File: src/rtl/usb1_ep0_pkg.sv
// Shared definitions for the endpoint-0 packet buffer.
package usb1_ep0_pkg;

   // Bit positions inside ep0_stat
   localparam int EP0_ST_OUT_AV  = 0;
   localparam int EP0_ST_IN_FULL = 1;
   localparam int EP0_ST_SETUP   = 2;
   localparam int EP0_ST_OVF     = 3;

   // Per-direction transaction state
   typedef enum logic {
      TXN_IDLE   = 1'b0,
      TXN_ACTIVE = 1'b1
   } txn_state_t;

endpackage

File: src/rtl/usb1_txn_fifo.sv
// Byte FIFO with one speculative pointer and a commit/rollback pointer.
// SPEC_ON_WRITE=1: writes are speculative until commit (OUT direction).
// SPEC_ON_WRITE=0: reads are speculative until commit (IN direction).
// Handshake: a request (i_wr/i_rd) is honoured in the cycle it is high if the
// FIFO can accept/supply it; otherwise it is dropped. Data is first-word-fall-
// through and reflects the pointers registered at the previous edge.
module usb1_txn_fifo
   import usb1_ep0_pkg::*;
#(
   parameter int AW            = 4,
   parameter bit SPEC_ON_WRITE = 1'b1
) (
   input  logic          clk,
   input  logic          rst,
   input  logic          i_wr,
   input  logic [7:0]    i_wdata,
   input  logic          i_rd,
   output logic [7:0]    o_rdata,
   input  logic          i_commit,
   input  logic          i_rollback,
   input  logic          i_tag,
   input  logic          i_flush,
   output logic [AW:0]   o_count,
   output logic          o_wr_drop,
   output logic          o_tag
);

   localparam logic [AW:0] DEPTH = {1'b1, {AW{1'b0}}};

   logic [7:0]  r_mem [2**AW];
   logic [AW:0] r_wr, r_rd, r_comm;
   logic [AW:0] w_wr_nxt, w_rd_nxt, w_comm_nxt;
   txn_state_t  r_state, w_state_nxt;
   logic        r_tag;
   logic        w_full, w_avail, w_req, w_active;
   logic        w_do_wr, w_do_rd, w_rollback, w_commit, w_avail_nxt;

   // Request qualification; the commit pointer bounds whichever side is speculative
   always_comb begin
      w_full     = SPEC_ON_WRITE ? ((r_wr - r_rd) == DEPTH) : ((r_wr - r_comm) == DEPTH);
      w_avail    = SPEC_ON_WRITE ? (r_comm != r_rd) : (r_wr != r_rd);
      w_req      = (SPEC_ON_WRITE ? i_wr : i_rd) & ~i_flush;
      // A request in the same cycle as commit/rollback makes the transaction live
      w_active   = (r_state == TXN_ACTIVE) | w_req;
      w_do_wr    = i_wr & ~w_full & ~i_flush;
      w_do_rd    = i_rd & w_avail & ~i_flush;
      w_rollback = i_rollback & w_active & ~i_flush;
      w_commit   = i_commit & ~i_rollback & w_active & ~i_flush;
      o_wr_drop  = i_wr & w_full & ~i_flush;
   end

   // Next pointer values: flush > rollback > commit > plain advance
   always_comb begin
      w_wr_nxt   = r_wr + {{AW{1'b0}}, w_do_wr};
      w_rd_nxt   = r_rd + {{AW{1'b0}}, w_do_rd};
      w_comm_nxt = r_comm;
      if (i_flush) begin
         w_wr_nxt = r_comm;
         w_rd_nxt = r_comm;
      end else if (SPEC_ON_WRITE) begin
         if (w_rollback)    w_wr_nxt   = r_comm;
         else if (w_commit) w_comm_nxt = w_wr_nxt;
      end else begin
         if (w_rollback)    w_rd_nxt   = r_comm;
         else if (w_commit) w_comm_nxt = w_rd_nxt;
      end
      w_avail_nxt = SPEC_ON_WRITE ? (w_comm_nxt != w_rd_nxt) : (w_wr_nxt != w_rd_nxt);
   end

   // Transaction FSM next state
   always_comb begin
      w_state_nxt = r_state;
      if (i_flush || w_rollback) w_state_nxt = TXN_IDLE;
      else if (w_commit)         w_state_nxt = w_req ? TXN_ACTIVE : TXN_IDLE;
      else if (w_req)            w_state_nxt = TXN_ACTIVE;
   end

   // Transaction FSM state register
   always_ff @(posedge clk or posedge rst) begin
      if (rst) r_state <= TXN_IDLE;
      else     r_state <= w_state_nxt;
   end

   // Pointer and tag registers; the tag marks the committed packet until it is drained
   always_ff @(posedge clk or posedge rst) begin
      if (rst) begin
         r_wr   <= '0;
         r_rd   <= '0;
         r_comm <= '0;
         r_tag  <= 1'b0;
      end else begin
         r_wr   <= w_wr_nxt;
         r_rd   <= w_rd_nxt;
         r_comm <= w_comm_nxt;
         if (i_flush)                       r_tag <= 1'b0;
         else if (w_commit && i_tag)        r_tag <= 1'b1;
         else if (w_do_rd && !w_avail_nxt)  r_tag <= 1'b0;
      end
   end

   // Storage array (not reset)
   always_ff @(posedge clk) begin
      if (w_do_wr) r_mem[r_wr[AW-1:0]] <= i_wdata;
   end

   assign o_rdata = r_mem[r_rd[AW-1:0]];
   assign o_count = SPEC_ON_WRITE ? (r_comm - r_rd) : (r_wr - r_comm);
   assign o_tag   = r_tag;

endmodule

File: src/rtl/usb1_ep0_buf.sv
// Endpoint-0 packet buffer: OUT/SETUP FIFO (commit on good CRC) and
// IN FIFO (release on host ACK) between the protocol engine and usb1_ctrl.
module usb1_ep0_buf
   import usb1_ep0_pkg::*;
#(
   parameter int AW = 4
) (
   input  logic          clk,
   input  logic          rst,
   input  logic          pe_we,
   input  logic [7:0]    pe_din,
   input  logic          pe_setup,
   input  logic          pe_commit,
   input  logic          pe_abort,
   input  logic          pe_re,
   output logic [7:0]    pe_dout,
   input  logic          pe_ack,
   input  logic          pe_nak,
   output logic [AW:0]   pe_in_cnt,
   input  logic          ep0_re,
   output logic [7:0]    ep0_din,
   input  logic          ep0_we,
   input  logic [7:0]    ep0_dout,
   output logic [3:0]    ep0_stat,
   input  logic          ctrl_setup
);

   localparam logic [AW:0] DEPTH = {1'b1, {AW{1'b0}}};

   logic [AW:0] w_out_cnt;
   logic        w_out_drop, w_in_drop;
   logic        w_out_tag, w_in_tag;
   logic        r_ovf;

   usb1_txn_fifo #(.AW(AW), .SPEC_ON_WRITE(1'b1)) u_out (
      .clk        (clk),
      .rst        (rst),
      .i_wr       (pe_we),
      .i_wdata    (pe_din),
      .i_rd       (ep0_re),
      .o_rdata    (ep0_din),
      .i_commit   (pe_commit),
      .i_rollback (pe_abort),
      .i_tag      (pe_setup),
      .i_flush    (1'b0),
      .o_count    (w_out_cnt),
      .o_wr_drop  (w_out_drop),
      .o_tag      (w_out_tag)
   );

   usb1_txn_fifo #(.AW(AW), .SPEC_ON_WRITE(1'b0)) u_in (
      .clk        (clk),
      .rst        (rst),
      .i_wr       (ep0_we),
      .i_wdata    (ep0_dout),
      .i_rd       (pe_re),
      .o_rdata    (pe_dout),
      .i_commit   (pe_ack),
      .i_rollback (pe_nak),
      .i_tag      (1'b0),
      .i_flush    (ctrl_setup),
      .o_count    (pe_in_cnt),
      .o_wr_drop  (w_in_drop),
      .o_tag      (w_in_tag)
   );

   // Sticky overflow; a SETUP clears it unless an OUT byte is dropped in that same cycle
   always_ff @(posedge clk or posedge rst) begin
      if (rst)                          r_ovf <= 1'b0;
      else if (ctrl_setup)              r_ovf <= w_out_drop;
      else if (w_out_drop || w_in_drop) r_ovf <= 1'b1;
   end

   // Status word; the IN tag input is tied low so only the OUT tag can raise SETUP
   always_comb begin
      ep0_stat                 = '0;
      ep0_stat[EP0_ST_OUT_AV]  = (w_out_cnt != '0);
      ep0_stat[EP0_ST_IN_FULL] = (pe_in_cnt == DEPTH);
      ep0_stat[EP0_ST_SETUP]   = w_out_tag | w_in_tag;
      ep0_stat[EP0_ST_OVF]     = r_ovf;
   end

endmodule
File: config.mk
export PLATFORM = sky130hd
export DESIGN_NAME = usb1_ep0_buf
export DESIGN_NICKNAME = d
export VERILOG_FILES = /design/src/rtl/usb1_ep0_pkg.sv /design/src/rtl/usb1_txn_fifo.sv /design/src/rtl/usb1_ep0_buf.sv
export SDC_FILE = /design/constraint.sdc
export NUM_CORES = 1
export LEC_CHECK = 0
export CORE_UTILIZATION = 55
export CTS_CLUSTER_SIZE = 28
export DETAILED_ROUTE_END_ITERATION = 6
export PLACE_DENSITY = 0.81
export SLEW_MARGIN = 25
export SYNTH_ARGS = -nofsm -noshare
export SYNTH_HDL_FRONTEND = slang
export SYNTH_HIERARCHICAL = 1
export SYNTH_SLANG_ARGS = --single-unit
File: constraint.sdc
create_clock -name clk -period 5.2 [get_ports clk]
set_input_delay 0.78 -clock clk [delete_from_list [all_inputs] [get_ports clk]]
set_output_delay 0.78 -clock clk [all_outputs]
set_load 0.01 [all_outputs]
# --- Word-level counts from Yosys, hierarchy flattened ---
# Memories as Yosys holds them, arrays and structs flattened.
# Cells that the tools add are included.
op_classes:
  shift: 0
  addsub: 7
  order_cmp: 0
  muxes: 24
  n_div: 0
  n_mul: 0
  bitwise_logic: 27
  eq_ne: 6
  reduce_logical: 14
ops:
  columns: ["operator", "count"]
  rows:
  - ["$mux W5", 6]
  - ["$add A5 B1 Y5", 4]
  - ["$ne A5 B5 Y1", 4]
  - ["$and A1 B1 Y1", 18]
  - ["$mux W1", 18]
  - ["$sub A5 B5 Y5", 3]
  - ["$eq A5 B5 Y1 const B", 2]
  - ["$not A1 Y1", 6]
  - ["$reduce_bool A2 Y1", 3]
  - ["$reduce_bool A3 Y1", 2]
  - ["$reduce_bool A5 Y1", 1]
  - ["$logic_and A1 B1 Y1", 3]
  - ["$or A1 B1 Y1", 3]
  - ["$reduce_and A3 Y1", 1]
  - ["$logic_not A1 Y1", 2]
  - ["$logic_or A1 B1 Y1", 2]
totals:
  output_inout_bits: 25
  ram_bits: 256
  romBits: 0
  ff_bits: 35
  memories: 2
  latchBits: 0
mem_list:
  columns: ["name", "depth", "width", "rd", "rd_clocked_by_memory_dff", "wr", "line", "source"]
  rows:
  - ["u_in.r_mem", 16, 8, 1, 0, 1, "usb1_txn_fifo.sv:30", "logic [7:0] r_mem [2**AW];"]
  - ["u_out.r_mem", 16, 8, 1, 0, 1, "usb1_txn_fifo.sv:30", null]

# --- Logic depth before layout (Yosys ltp) ---
logic_depth:
  depth_word: 12
  ltp_mapped: 19
  depth_no_buf: 17

# --- Cells and area by module ---
# The synthesis kept the hierarchy.
by_module_without_submodules:
  columns: ["mod", "instances", "seq_area_each_um2", "area_each_um2", "cells_each"]
  rows:
  - ["usb1_txn_fifo (u_in)", 1, 4269.1, 6174.7, 386]
  - ["usb1_txn_fifo (u_out)", 1, 4269.1, 6153.4, 318]
  - ["usb1_ep0_buf", 1, 25.0, 82.6, 12]

# --- Worst setup path before layout ---
# OpenSTA, ideal clock, no wires.
synth_path:
  kind: "reg-to-reg"
  from: "reg u_in.r_wr[0]"
  to: "reg u_in.r_tag (netlist: u_in/o_tag)"
  required_time_ps: 5068
  synth_period_minus_slack_ps: 4248
  slack_ps: 952
  path_stages_with_launch: 18
  t_arrival_ps: 4116
  cell_sequence: "dfrtp_1 > clkbuf_1 > inv_1 > ha_1 > inv_2 > fa_1 > or3_1 > o311ai_2 > buf_2 > inv_2 > ha_1 > ha_1 > inv_1 > o21ai_0 > xor2_1 > or4b_1 > o311ai_1 > o21ai_1"
synth_via:
  elab_chain_cells: 11
synth_lines:
  columns: ["item", "line", "source"]
  rows:
  - ["from (decl)", "usb1_txn_fifo.sv:31", "logic [AW:0] r_wr, r_rd, r_comm;"]
  - ["from (signal assigned)", "usb1_txn_fifo.sv:92", "r_wr <= w_wr_nxt;"]
  - ["$sub A5 B5 Y5", null, null]
  - ["named net pe_in_cnt[1]", "usb1_ep0_buf.sv:19", "output logic [AW:0] pe_in_cnt,"]
  - ["$eq A5 B5 Y1", "usb1_txn_fifo.sv:40", "w_full = SPEC_ON_WRITE ? ((r_wr - r_rd) == DEPTH) : ((r_wr - r_comm) == DEPTH);"]
  - ["$not A1 Y1", "usb1_txn_fifo.sv:45", "w_do_wr = i_wr & ~w_full & ~i_flush;"]
  - ["$and A1 B1 Y1 (2 in a row)", "usb1_txn_fifo.sv:45", null]
  - ["$add A5 B1 Y5", "usb1_txn_fifo.sv:54", "w_wr_nxt = r_wr + {{AW{1'b0}}, w_do_wr};"]
  - ["$mux W5", "usb1_txn_fifo.sv:57", "if (i_flush) begin"]
  - ["named net u_in.w_wr_nxt[1]", "usb1_txn_fifo.sv:32", "logic [AW:0] w_wr_nxt, w_rd_nxt, w_comm_nxt;"]
  - ["$ne A5 B5 Y1", "usb1_txn_fifo.sv:67", "w_avail_nxt = SPEC_ON_WRITE ? (w_comm_nxt != w_rd_nxt) : (w_wr_nxt != w_rd_nxt);"]
  - ["$logic_not A1 Y1", "usb1_txn_fifo.sv:97", "else if (w_do_rd && !w_avail_nxt) r_tag <= 1'b0;"]
  - ["$logic_and A1 B1 Y1", "usb1_txn_fifo.sv:97", null]
  - ["$reduce_bool A2 Y1 (no source line)", null, null]
  - ["to (signal assigned)", "usb1_txn_fifo.sv:95", "if (i_flush) r_tag <= 1'b0;"]
  - ["to (signal assigned)", "usb1_txn_fifo.sv:96", "else if (w_commit && i_tag) r_tag <= 1'b1;"]
  - ["to (signal assigned)", "usb1_txn_fifo.sv:97", null]
  - ["to (decl)", "usb1_txn_fifo.sv:34", "logic r_tag;"]
# The timed path passes the listed nets, and every way through them passes these cells.
# A chain may end at the register's enable or synchronous reset.

# --- Worst setup path after layout ---
layout_path:
  from: "reg u_in.r_wr[0]"
  to: "reg u_in.r_tag (netlist: u_in/o_tag)"
layout_via:
  elab_chain_cells: 11
layout_lines:
  columns: ["item", "line"]
  rows:
  - ["$sub A5 B5 Y5", "usb1_txn_fifo.sv:40"]
  - ["$eq A5 B5 Y1", "usb1_txn_fifo.sv:40"]
  - ["$not A1 Y1", "usb1_txn_fifo.sv:45"]
  - ["$and A1 B1 Y1 (2 in a row)", "usb1_txn_fifo.sv:45"]
  - ["$add A5 B1 Y5 *", "usb1_txn_fifo.sv:54"]
  - ["$mux W5 *", "usb1_txn_fifo.sv:57"]
  - ["named net u_in.w_wr_nxt[1]", "usb1_txn_fifo.sv:32"]
  - ["$ne A5 B5 Y1 *", "usb1_txn_fifo.sv:67"]
  - ["$logic_not A1 Y1 *", "usb1_txn_fifo.sv:97"]
  - ["$logic_and A1 B1 Y1 *", "usb1_txn_fifo.sv:97"]
  - ["$reduce_bool A2 Y1 (no source line) *", null]
# Mark *: on every way through the listed nets, which the timed path passes. The rest lies on a longest branch.

==> run metrics <==
Synth Area in XOR/XNOR 2.68%; setup ws final 0.937 ns; Final min period 4.26 ns; crit start category flop; leak pwr 4.92 nW; unrepaired setup endpoints after global routing false; setup TNS 0 ns; share of the synthesized area in the top cell type 61.9%; drt total wl 25,500 µm; P_sw 0.00227 W; Tcrit/Tclk final 82.0%; crit path to u_in/o_tag$_DFFE_PP0P_; Synth Area in Adders 2.34%; R2R Path End u_in/o_tag$_DFFE_PP0P_; Cell Rows 54; # diodes 0; mean post-synth cell area 17.3 µm²; Bufs on Longest Clock Path 3; Seq cells post-synth 291; setup violators final 0; Main synth FF type edfxtp_1; CTS buffer count 30; Flop pwr share 40.8%; first-pass GRT wire length 40,000 µm; Final ANT Viol Nets 0; R2R cell count 18; endpoints failing hold 0; top cell type by total area after synthesis edfxtp_1; area delta synth->final 15.7%; number of I/O port buffers 52; met3 Resource Use GR 4.01%; Synth async-reset ratio 12.0%; worst-path fanout max 17; Int Pwr 0.00502 W; Synth cell types 56; failing checks design-rule violations; Fillers 1,408; final net count 835; dpl ws 1.02 ns; vias after detailed routing 6,733; Slew HR 39.0%; remaining global-route overflow 0; Die Area 0.0232 mm²; synthesized-area fraction occupied by and/or/nand/nor cells 5.09%; gpl congestion 0.878; worst skew pair latency 0.55 ns; Initial Util 56.5%; Ys Warns 6; largest net degree at the start of global routing 36; Cell Area, Synth 0.0124 mm²; clock group share of total power 27.6%; DR DRC count 5; top post-synthesis cells by area edfxtp_1 62%, mux4_2 10%, dfrtp_1 7.1%; Final HPWL DP 16,600 µm; Final Skew 0.0203 ns; Setup Buffers After CTS 0; first drt pass iteration count 7; Final Util 65.4%; Die X 152 µm; drt wl/cell 23.5 µm; layout cells sized above 1 21.2%; Synth Area in Compound Gates 4.50%; TritonCTS clock tree done; start of the worst register-to-register path u_in/r_wr[0]$_DFF_PP0_; cells after synthesis 716; sw frac 31.2%; worst vdd rail ir drop 0.000432 V; initial DRC count 519; global-route usage over all layers 22.7%; crit path DAT 4.69 ns; clk slew on worst S/H paths 0.06 ns; met2 global-route usage 38.3%; core area 0.0220 mm²; mux contribution to synthesized area 14.0%; Root Driver clkbuf_16; fmax 235 MHz; Power per Cell Area 508 mW/mm²; vias per cell 6.19; initial antenna violation count 0; die height 152 µm; sequential fraction of the synthesis area 69.0%; hold_buf cts 0; WS Path Type flop to flop; Slew @ Worst Pin 0.911 ns; crit end category flop; EDFF count, synth 256; busiest grt layer met2; met1 Usage GRT 29.9%; CP Launch Point u_in/r_wr[0]$_DFF_PP0_; fin. max-slew vios 0; status complete, but fails checks; # IOs 53; clock sinks 291; Req. time, crit path 5.63 ns; number of global-route vias before repair 7,086; Gate power share 31.5%; H-tree lvl count 1; main combinational cell family by area after synthesis multiplexers; Hold Path Class flop to flop; number of max-cap violations 0; FF-to-FF setup slack 0.94 ns; Pwr Total 0.00730 W; post-cts resize count 0
-- synth_stat cells, types with 7 or more instances --
master,number
edfxtp_1,256
mux4_2,56
dfrtp_1,35
nand2_1,30
o21ai_0,30
inv_1,28
mux2i_1,26
xor2_1,22
ha_1,20
mux2_2,19
a21oi_1,18
clkbuf_1,18
buf_2,16
nor3_1,16
xnor2_1,16
nor4_1,12
nand3_1,10
nor2_1,9
a221oi_1,8
a22oi_1,8
nand2b_1,7
-- worst max-delay path, cell delays in order (launching register included) --
cell      delay, ns
dfrtp_1        0.47
inv_1          0.12
ha_1           0.16
inv_2          0.05
fa_1           0.40
a21o_1         0.20
a21oi_1        0.17
xnor2_1        0.14
o311ai_2       0.29
buf_4          0.27
inv_2          0.04
ha_1           0.20
ha_1           0.28
inv_1          0.04
o21ai_0        0.30
xor2_1         0.11
or4b_1         0.52
o311ai_1       0.28
o21ai_1        0.10
-- worst min path at each step --
stage | startpoint | endpoint | slack (ns) | depth (start not counted)
global placement | u_in/r_comm[2]$_DFFE_PP0P_ | u_in/r_comm[2]$_DFFE_PP0P_ | 0.49 | 2
detailed placement | u_in/r_comm[2]$_DFFE_PP0P_ | u_in/r_comm[2]$_DFFE_PP0P_ | 0.52 | 2
floorplan | u_in/r_comm[3]$_DFFE_PP0P_ | u_in/r_comm[3]$_DFFE_PP0P_ | 0.47 | 2
global route | rst | r_ovf$_DFFE_PP0P_ | 0.53 | 2
CTS | rst | r_ovf$_DFFE_PP0P_ | 0.51 | 2
finish | u_in/r_comm[2]$_DFFE_PP0P_ | u_in/r_comm[2]$_DFFE_PP0P_ | 0.53 | 2
-- sequential cells by signal, indices dropped and copies added, names as in the netlist --
name,flops
r_ovf,1
u_out/r_state,1
u_out/r_rd,5
u_out/r_wr,5
u_out/r_comm,5
u_in/r_comm,5
u_in/r_rd,5
u_in/r_state,1
u_out/o_tag,1
u_in/o_tag,1
u_out/r_mem,128
u_in/r_mem,128
u_in/r_wr,5
-- power groups by stage --
stage | combinational (W) | sequential (W) | clock [W]
after floorplan | 0.00163 | 0.00281 | 0
after global placement | 0.00216 | 0.00299 | 0
after detailed placement | 0.00225 | 0.00302 | 0
after CTS | 0.00228 | 0.00297 | 0.00205
after global routing | 0.00246 | 0.00301 | 0.00213
final | 0.00230 | 0.00298 | 0.00202
-- layout make-up --
cell class	instances	area [µm²]	area share, %
well taps	280	350	2.44
clock buffers	38	781	5.44
inverters	32	120	0.836
flip-flops and latches	291	8570	59.6
clock inverters	16	148	1.03
multi-input cells	356	3710	25.8
repair buffers	74	686	4.77
-- through the flow --
step / cell area (µm²) / instances / hold slack, ns
after global placement: 13300 / 1033 / 0.494
after detailed placement: 13400 / 1033 / 0.518
after floorplan: 12400 / 717 / 0.471
final: 14400 / 1087 / 0.526
after CTS: 14300 / 1087 / 0.513
after global routing: 14400 / 1087 / 0.533
-- metal layers --
metal	vias up	wire length, µm
li1	2960	-
met1	3403	10100
met2	309	12900
met3	61	1890
met4	0	662
met5	-	0
-- cell usage in the layout, fill, tap and decap left out, types with 4 or more instances in the layout --
cell,n
ha_1,20
nand2_1,30
nor4_1,11
nor3_1,9
mux4_2,56
dfrtp_1,33
a21oi_1,18
a21o_1,4
xnor2_1,16
o21ai_0,30
nand2b_1,7
clkinv_1,5
edfxtp_1,256
mux2i_1,26
clkbuf_1,8
nand3_1,10
mux2_2,19
clkinv_2,5
xor2_1,22
nor4b_4,5
inv_1,28
a221oi_1,8
clkdlybuf4s50_1,52
buf_4,22
a22oi_1,8
nor2_1,9
clkbuf_16,30
nor4_4,6
nor3_2,7
-- kinds of logic (layout without fill, tap and decap cells) --
group / after synthesis / count (layout)
and+or+nand+nor: 109 / 109
other: 1 / 2
xor gates and xnor gates: 38 / 38
DFF: 291 / 291
buffers and inverters: 70 / 160
adders and majority gates: 22 / 22
muxes: 101 / 101
AOI/OAI and AO/OA: 84 / 84
No activity file was read; power rests on OpenSTA's default activity.
